$ cat src/rtl/spi_master_pkg.sv
// Shared command/state encodings and default frame geometry for the SPI
// master sequencer.
package spi_master_pkg;

    typedef enum logic [1:0] {
        WR_ADDR = 2'b00,
        WR_DATA = 2'b01,
        RD_ADDR = 2'b10,
        RD_DATA = 2'b11
    } spi_cmd_e;

    typedef enum logic [2:0] {
        IDLE,
        START,
        SHIFT,
        TURN,
        RECV,
        DONE,
        GAP
    } mstr_state_e;

    localparam int FRAME_W_DEF = 10;
    localparam int RD_W_DEF    = 8;

endpackage

$ cat src/rtl/spi_shift_unit.sv
// MOSI parallel-to-serial and MISO serial-to-parallel shift registers.
// Both are MSB-first; a load also clears the receive register.
module spi_shift_unit
    import spi_master_pkg::*;
#(
    parameter int FRAME_W = FRAME_W_DEF,
    parameter int RD_W    = RD_W_DEF
) (
    input  logic               clk,
    input  logic               rst,
    input  logic               load,
    input  logic               shift_out,
    input  logic               shift_in,
    input  logic [FRAME_W-1:0] load_data,
    input  logic               miso_bit,
    output logic               mosi_bit,
    output logic [RD_W-1:0]    rx_data
);

    logic [FRAME_W-1:0] tx_reg;
    logic [RD_W-1:0]    rx_reg;

    always_ff @(posedge clk or posedge rst) begin
        if (rst) begin
            tx_reg <= '0;
            rx_reg <= '0;
        end else begin
            if (load) begin
                tx_reg <= load_data;
            end else if (shift_out) begin
                tx_reg <= {tx_reg[FRAME_W-2:0], 1'b0};
            end

            if (load) begin
                rx_reg <= '0;
            end else if (shift_in) begin
                rx_reg <= {rx_reg[RD_W-2:0], miso_bit};
            end
        end
    end

    assign mosi_bit = tx_reg[FRAME_W-1];
    assign rx_data  = rx_reg;

endmodule

$ cat src/rtl/spi_master_seq.sv
// Sequencing controller: turns RAM requests into SS_n-framed SPI transfers,
// collects the MISO byte for read-data and enforces read-address-before-read-data.
module spi_master_seq
    import spi_master_pkg::*;
#(
    parameter int FRAME_W  = FRAME_W_DEF,
    parameter int RD_W     = RD_W_DEF,
    parameter int TURN_CYC = 1,
    parameter int GAP_CYC  = 2
) (
    input  logic            clk,
    input  logic            rst,
    input  logic            req_valid,
    output logic            req_ready,
    input  logic [1:0]      req_cmd,
    input  logic [7:0]      req_data,
    output logic            rsp_valid,
    output logic [RD_W-1:0] rsp_data,
    output logic            rsp_err,
    output logic            busy,
    output logic            SS_n,
    output logic            MOSI,
    input  logic            MISO
);

    localparam int CNT_W = 8;
    localparam logic [CNT_W-1:0] SHIFT_LAST = CNT_W'(FRAME_W - 1);
    localparam logic [CNT_W-1:0] TURN_LAST  = CNT_W'(TURN_CYC - 1);
    localparam logic [CNT_W-1:0] RECV_LAST  = CNT_W'(RD_W - 1);
    localparam logic [CNT_W-1:0] GAP_LAST   = CNT_W'((GAP_CYC > 2) ? GAP_CYC - 3 : 0);
    localparam bit               USE_GAP    = (GAP_CYC > 2);

    mstr_state_e        state;
    mstr_state_e        next_state;
    spi_cmd_e           cmd_q;
    logic               err_q;
    logic               rd_addr_seen;
    logic               ready_en;
    logic [CNT_W-1:0]   cnt;
    logic               hs;
    logic               bad_rd;
    logic               load;
    logic               shift_out;
    logic               shift_in;
    logic [FRAME_W-1:0] load_word;
    logic               mosi_bit;
    logic [RD_W-1:0]    rx_data;
    logic               in_frame;

    assign hs        = req_valid && req_ready;
    assign bad_rd    = (req_cmd == RD_DATA) && !rd_addr_seen;
    assign load_word = FRAME_W'({req_cmd, (req_cmd == RD_DATA) ? 8'h00 : req_data});

    spi_shift_unit #(
        .FRAME_W (FRAME_W),
        .RD_W    (RD_W)
    ) u_shift (
        .clk       (clk),
        .rst       (rst),
        .load      (load),
        .shift_out (shift_out),
        .shift_in  (shift_in),
        .load_data (load_word),
        .miso_bit  (MISO),
        .mosi_bit  (mosi_bit),
        .rx_data   (rx_data)
    );

    always_ff @(posedge clk or posedge rst) begin
        if (rst) begin
            state <= IDLE;
        end else begin
            state <= next_state;
        end
    end

    // One counter serves every timed state; it restarts on each state change.
    always_ff @(posedge clk or posedge rst) begin
        if (rst) begin
            cnt <= '0;
        end else if (next_state != state) begin
            cnt <= '0;
        end else begin
            cnt <= cnt + 1'b1;
        end
    end

    always_ff @(posedge clk or posedge rst) begin
        if (rst) begin
            cmd_q        <= WR_ADDR;
            err_q        <= 1'b0;
            rd_addr_seen <= 1'b0;
            ready_en     <= 1'b0;
        end else begin
            ready_en <= 1'b1;
            if (hs) begin
                cmd_q <= spi_cmd_e'(req_cmd);
                err_q <= bad_rd;
            end
            if (state == DONE && !err_q) begin
                if (cmd_q == RD_ADDR) begin
                    rd_addr_seen <= 1'b1;
                end else if (cmd_q == RD_DATA) begin
                    rd_addr_seen <= 1'b0;
                end
            end
        end
    end

    // The IDLE cycle holding the next handshake is the final SS_n-high gap
    // cycle, so the GAP state only pads beyond DONE plus that cycle.
    always_comb begin
        next_state = state;
        load       = 1'b0;
        shift_out  = 1'b0;
        shift_in   = 1'b0;
        case (state)
            IDLE: begin
                if (hs) begin
                    load       = 1'b1;
                    next_state = bad_rd ? DONE : START;
                end
            end
            START: begin
                next_state = SHIFT;
            end
            SHIFT: begin
                shift_out = 1'b1;
                if (cnt == SHIFT_LAST) begin
                    next_state = (cmd_q == RD_DATA) ? TURN : DONE;
                end
            end
            TURN: begin
                if (cnt == TURN_LAST) begin
                    next_state = RECV;
                end
            end
            RECV: begin
                shift_in = 1'b1;
                if (cnt == RECV_LAST) begin
                    next_state = DONE;
                end
            end
            DONE: begin
                next_state = USE_GAP ? GAP : IDLE;
            end
            GAP: begin
                if (cnt == GAP_LAST) begin
                    next_state = IDLE;
                end
            end
            default: begin
                next_state = IDLE;
            end
        endcase
    end

    assign in_frame  = (state == START) || (state == SHIFT) || (state == TURN) || (state == RECV);
    assign SS_n      = !in_frame;
    assign MOSI      = ((state == START) || (state == SHIFT)) && mosi_bit;
    assign req_ready = (state == IDLE) && ready_en;
    assign busy      = (state != IDLE);
    assign rsp_valid = (state == DONE);
    assign rsp_err   = rsp_valid && err_q;
    assign rsp_data  = (rsp_valid && !err_q && cmd_q == RD_DATA) ? rx_data : '0;

endmodule

$ cat config.mk
export PLATFORM = sky130hd
export DESIGN_NAME = spi_master_seq
export DESIGN_NICKNAME = d
export VERILOG_FILES = /design/src/rtl/spi_master_pkg.sv /design/src/rtl/spi_shift_unit.sv /design/src/rtl/spi_master_seq.sv
export SDC_FILE = /design/constraint.sdc
export NUM_CORES = 1
export LEC_CHECK = 0
export CAP_MARGIN = 20
export CORE_UTILIZATION = 48
export CTS_CLUSTER_DIAMETER = 80
export CTS_CLUSTER_SIZE = 28
export DETAILED_ROUTE_END_ITERATION = 16
export GPL_TIMING_DRIVEN = 1
export MAX_ROUTING_LAYER = met4
export PLACE_DENSITY = 0.72
export SLEW_MARGIN = 10
export SYNTH_ARGS = -nofsm -noshare
export SYNTH_HDL_FRONTEND = slang
export SYNTH_HIERARCHICAL = 1
export SYNTH_SLANG_ARGS = --single-unit
$ cat constraint.sdc
create_clock -name clk -period 2.55 [get_ports clk]
set_input_delay 0.51 -clock clk [delete_from_list [all_inputs] [get_ports clk]]
set_output_delay 0.51 -clock clk [all_outputs]
set_load 0.005 [all_outputs]
Yosys cells after proc, flatten, opt, wreduce, memory -nomap -nowiden
Cells that the tools add are included.
- register bits: 34
- output and inout bits: 14
- bits of input ports: 14
- add/sub/neg operators: 1
- equal/unequal tests: 12
- reductions and logical operators: 20
- mux-type cells: 21
- operators by type and width (cell ; count):
    $mux 8 ; 5
    $mux 3 ; 7
    $mux 10 ; 2
    $pmux 3 s6 ; 1
    $eq 3x3->1 const B ; 3
    $add 8x1->8 const B ; 1
    $eq 8x3->1 const B ; 1
    $eq 8x4->1 const B ; 1
    $logic_not 8->1 ; 1
    $logic_and 1x1->1 ; 7
    $eq 2x2->1 const B ; 3
    $eq 3x2->1 const B ; 2
    $mux 1 ; 6
    $reduce_bool 2->1 ; 3
    $eq 3x1->1 const B ; 1
    $logic_not 1->1 ; 3
    $logic_not 3->1 ; 1
    $logic_or 1x1->1 ; 3
    $ne 3x3->1 ; 1
    $reduce_bool 3->1 ; 1
    $reduce_and 2->1 ; 1

Longest topological paths before layout
- depth in word-level cells: 7
- depth in mapped cells: 8

Cells and area by module
The synthesis kept the hierarchy.
- by module, submodules not included (module ; seq. area each (um2) ; times used ; cells an instance ; area each (um2)):
    spi_master_seq ; 400.4 ; 1 ; 128 ; 1189.9
    spi_shift_unit ; 450.4 ; 1 ; 70 ; 793.3

Worst setup path after synthesis
No wires, ideal clock.
- path type: reg-to-output
- from: register state[0]
- to: output port req_ready
- required time: 2040 ps
- setup slack: 793 ps
- cell stages (with the launch flop): 5
- data arrival time: 1247 ps
- path buffers: 2
- cell sequence: dfrtp_1 -> clkbuf_4 -> clkbuf_1 -> or3_1 -> nor2_1
- longest elaborated chain between the ends: 2
- RTL lines (what ; line ; RTL):
    start, declared ; spi_master_seq.sv:33 ; mstr_state_e state;
    start signal, assigned ; spi_master_seq.sv:73 ; state <= next_state;
    $logic_not 3->1 ; spi_master_seq.sv:161 ; assign req_ready = (state == IDLE) && ready_en;
    $logic_and 1x1->1 ; spi_master_seq.sv:161 ;
    end, declared ; spi_master_seq.sv:14 ; output logic req_ready,
No other way between the ends.

Worst setup path after layout
- from: register state[1]
- to: output port rsp_data[1]
- longest elaborated chain between the ends: 4
- RTL lines (what ; line ; RTL):
    $eq 3x3->1 ; spi_master_seq.sv:163 ; assign rsp_valid = (state == DONE);
    $logic_and 1x1->1 (2 in a row) ; spi_master_seq.sv:165 ; assign rsp_data = (rsp_valid && !err_q && cmd_q == RD_DATA) ? rx_data : '0;
    $mux 8 ; spi_master_seq.sv:165 ;
    end, declared ; spi_master_seq.sv:18 ; output logic [RD_W-1:0] rsp_data,
No other way between the ends.

==> summary.txt <==
Logic synthesis
  • Compound-cell area share of the yosys netlist: 0.1016
  • Post-Synth Simple-Gate Area: 0.2631
  • Distinct cells, synth: 47
  • Post-synthesis cell area: 0.001983 mm^2
  • Async set-reset flop share out of synthesis: 1.000
  • XOR/XNOR share of the synthesized area: 0.03091
  • Synth top area share: 0.4290
  • Sequential area share after synthesis: 0.4290
  • Mux cell area share after synthesis: 0.1009
  • EDFF count, synth: 0
  • Yosys warns: 6
  • Syn_area_per_cell: 10.02 um^2
  • Top_reg_cell synth: dfrtp_1
  • Cell count after synthesis: 198
  • Largest family of logic cells by synthesized area: simple AND/OR/NAND/NOR gates
  • FF+latch count, synth: 34
  • Largest area contributor in the netlist: dfrtp_1
  • Post-Synth Adder-Cell Area: 0.01893
  • Syn_nets: ~220
  • Synth top cells by count: dfrtp_1 (34), and2_1 (18), mux2i_1 (17), nand2_1 (17), nor2_1 (11)
  • Top cells by area, synth: dfrtp_1 (43%), mux2i_1 (8.6%), and2_1 (5.7%)
  • Most frequent cell after synthesis: dfrtp_1

STA
  • Fin Clk Skew: 2.886 ps
  • Crit path time final: 2412 ps
  • Final period utilization: 0.9457
  • Setup TNS: 0 ps
  • RSZ-0062 raised after global routing: no
  • Hold slack final: 517.1 ps
  • Slew headroom: 0.5434
  • Max-slew violation count: 0
  • Final count of hold timing violations: 0
  • Setup Viol. Count Final: 0
  • Max Clock Freq: 0.4147 GHz
  • Least-Margin Pin Slew: around 680 ps
  • Setup WS post-layout: 138.4 ps

Min path
  • WHS Endpoint: u_shift/rx_data[7]
  • Hold path start: u_shift/rx_data[7]
  • Hold Path Class: reg -> reg
  • Hold path cells: 2

Route
  • Vias per cell: 5.400
  • Routed WL per cell: 13.51 um
  • Residual DRC: 0
  • Total wire length: about 3700 um
  • Initial DRC Count: 56
  • DRT Pass-1 Iters: 4
  • Vias: between 1000 and 1500
  • ANT nets after route: 0

Pwr
  • Power Density: between 900 and 1000 mW/mm^2
  • Peak VDD IR: 0.4535 mV
  • Design Power: between 2 and 2.5 mW
  • Leakage: 1.051 nW

Final layout
  • Share of cells above drive strength 1: 0.1542
  • Layout Nets: 243
  • # diodes: 0
  • Area growth syn-to-layout: 20.95%
  • Post-route insts no fill: 275
  • Fillers: 316
  • Largest register FFs: 10

Clock tree
  • Insertion delay to the later sink of the worst-skew pair: 290 ps
  • Clk root buf: clkbuf_8
  • Inserted Clock Buffers: 5
  • CTS tree: done
  • Hold Buf Count CTS: 0
  • CTS H-tree depth: 2
  • Max Buffers Root-to-Sink: 2
  • Clk sinks: 34
  • Reg clk slew, reported paths: 70 ps
  • Setup Fix Bufs, Post-CTS: 0

Die
  • # rows: 22
  • Initial core utilization: 0.5221
  • Die Area: 0.004392 mm^2
  • Chip height: 66.28 um
  • I/O Pins: 28
  • Area of the core: 0.003799 mm^2
  • Die X: 66.28 um

Placement
  • Pre-CTS setup slack: 376.3 ps
  • I/O Buffers: 27
  • Gpl congestion: 0.8577
  • Placed insts: approximately 270
  • Post-DP HPWL: between 2000 and 3000 um

Setup path
  • CP Cell Sequence: nand3b_1 > nor3_4 > and2_1 > clkdlybuf4s50_1
  • R2R cell count: 7
  • Top Family by Delay on Critical Path: simple AND/OR/NAND/NOR gates
  • CP startpoint kind: flop
  • Crit path largest cell delay: about 500 ps
  • Worst flop-to-flop path startpoint: state[2]
  • Critical path capture point type: primary output
  • Worst EP arrival: 1900 ps
  • WS Path Type: reg -> out
  • CP startpoint: state[1]
  • Buf+Inv Stages, Crit Path: 1
  • Worst reg2reg endpoint: u_shift/tx_reg[6]
  • Slowest-stage cell, CP: clkdlybuf4s50_1
  • CP required: 2040 ps
  • Peak fanout along the critical path: 8
  • R2r setup slk: 730 ps

GRT
  • Vias in the first global route: 1479
  • Initial antenna violation count: 0
  • Congestion Overflow GR: 0
  • First-pass GRT wire length: between 6000 and 7000 um
  • Pin count of the biggest net entering global routing: 19
  • GRT Total Usage: 0.2040

Job
  • Max-Cap Viols: 0

Run status
  • Status: complete, no violations
## final cells by class
type,instances,area [um^2],area share
clock inverter,3,45.04,0.01878
multi-input combinational,145,1032,0.4304
timing repair buffer,33,315.3,0.1315
inverter,7,26.28,0.01095
clock buffer,5,68.82,0.02869
tap,48,60.06,0.02504
sequential,34,850.8,0.3547
## logic make-up after synthesis
kind of cell,after synthesis
and+or+nand+nor,86
DFF,34
AOI/OAI and AO/OA,29
muxes,19
buffers and inverters,19
xor gates and xnor gates,7
adders and majority gates,3
other,1
## per-stage QoR
stage               utilization  area, um^2
global route             0.6314        2399
CTS                      0.6298        2392
global placement         0.5998        2278
finish                   0.6314        2399
floorplan                     -        1983
detailed placement       0.5998        2278
## cell usage in the layout, fill, tap and decap left out, types with 4 or more instances in the layout
cell type,count
mux2i_1,17
dfrtp_1,34
xor2_1,4
inv_1,6
buf_4,6
and2_1,18
nor2_1,11
clkdlybuf4s50_1,27
a21oi_1,4
nand3_1,6
nor2_2,5
clkbuf_8,5
and3_1,4
o21ai_1,10
nand2_1,17
## what timing repair did
action / 4_1_cts / 5_1_grt
resized for setup: 0 / 1
endpoints found under the hold margin: 0 / 0
setup endpoints to repair: 0 / 4
## layer usage
layer | GRT usage | part of all wire | vias up
li1 | - | - | 733
met1 | 0.2533 | 0.48 | 709
met2 | 0.3214 | 0.46 | 34
met3 | 0.03621 | 0.041 | 9
met4 | 0.09840 | 0.022 | 0
met5 | - | 0 | -
## worst min-delay path: stages, from the launching register on
cell and delay, ps:
dfrtp_1 340, mux2i_1 60, nor2_1 80
## where the power goes
| part | internal [mW] | total, mW | leakage (nW) | switching [mW] |
|---|---|---|---|---|
| Sequential | 0.719 | 0.871 | 0.448 | 0.152 |
| Combinational | 0.493 | 0.992 | 0.553 | 0.499 |
| Clock | 0.290 | 0.494 | 0.0504 | 0.203 |
## worst max-delay path by stage
stage / endpoint / slack (ps) / cells past startpoint
CTS: rsp_data[1] / 50 / 4
global placement: rsp_data[1] / 400 / 4
finish: rsp_data[1] / 140 / 4
floorplan: req_ready / 790 / 4
detailed placement: rsp_data[1] / 380 / 4
global route: rsp_data[6] / 20 / 4
No activity file was read; power rests on OpenSTA's default activity.
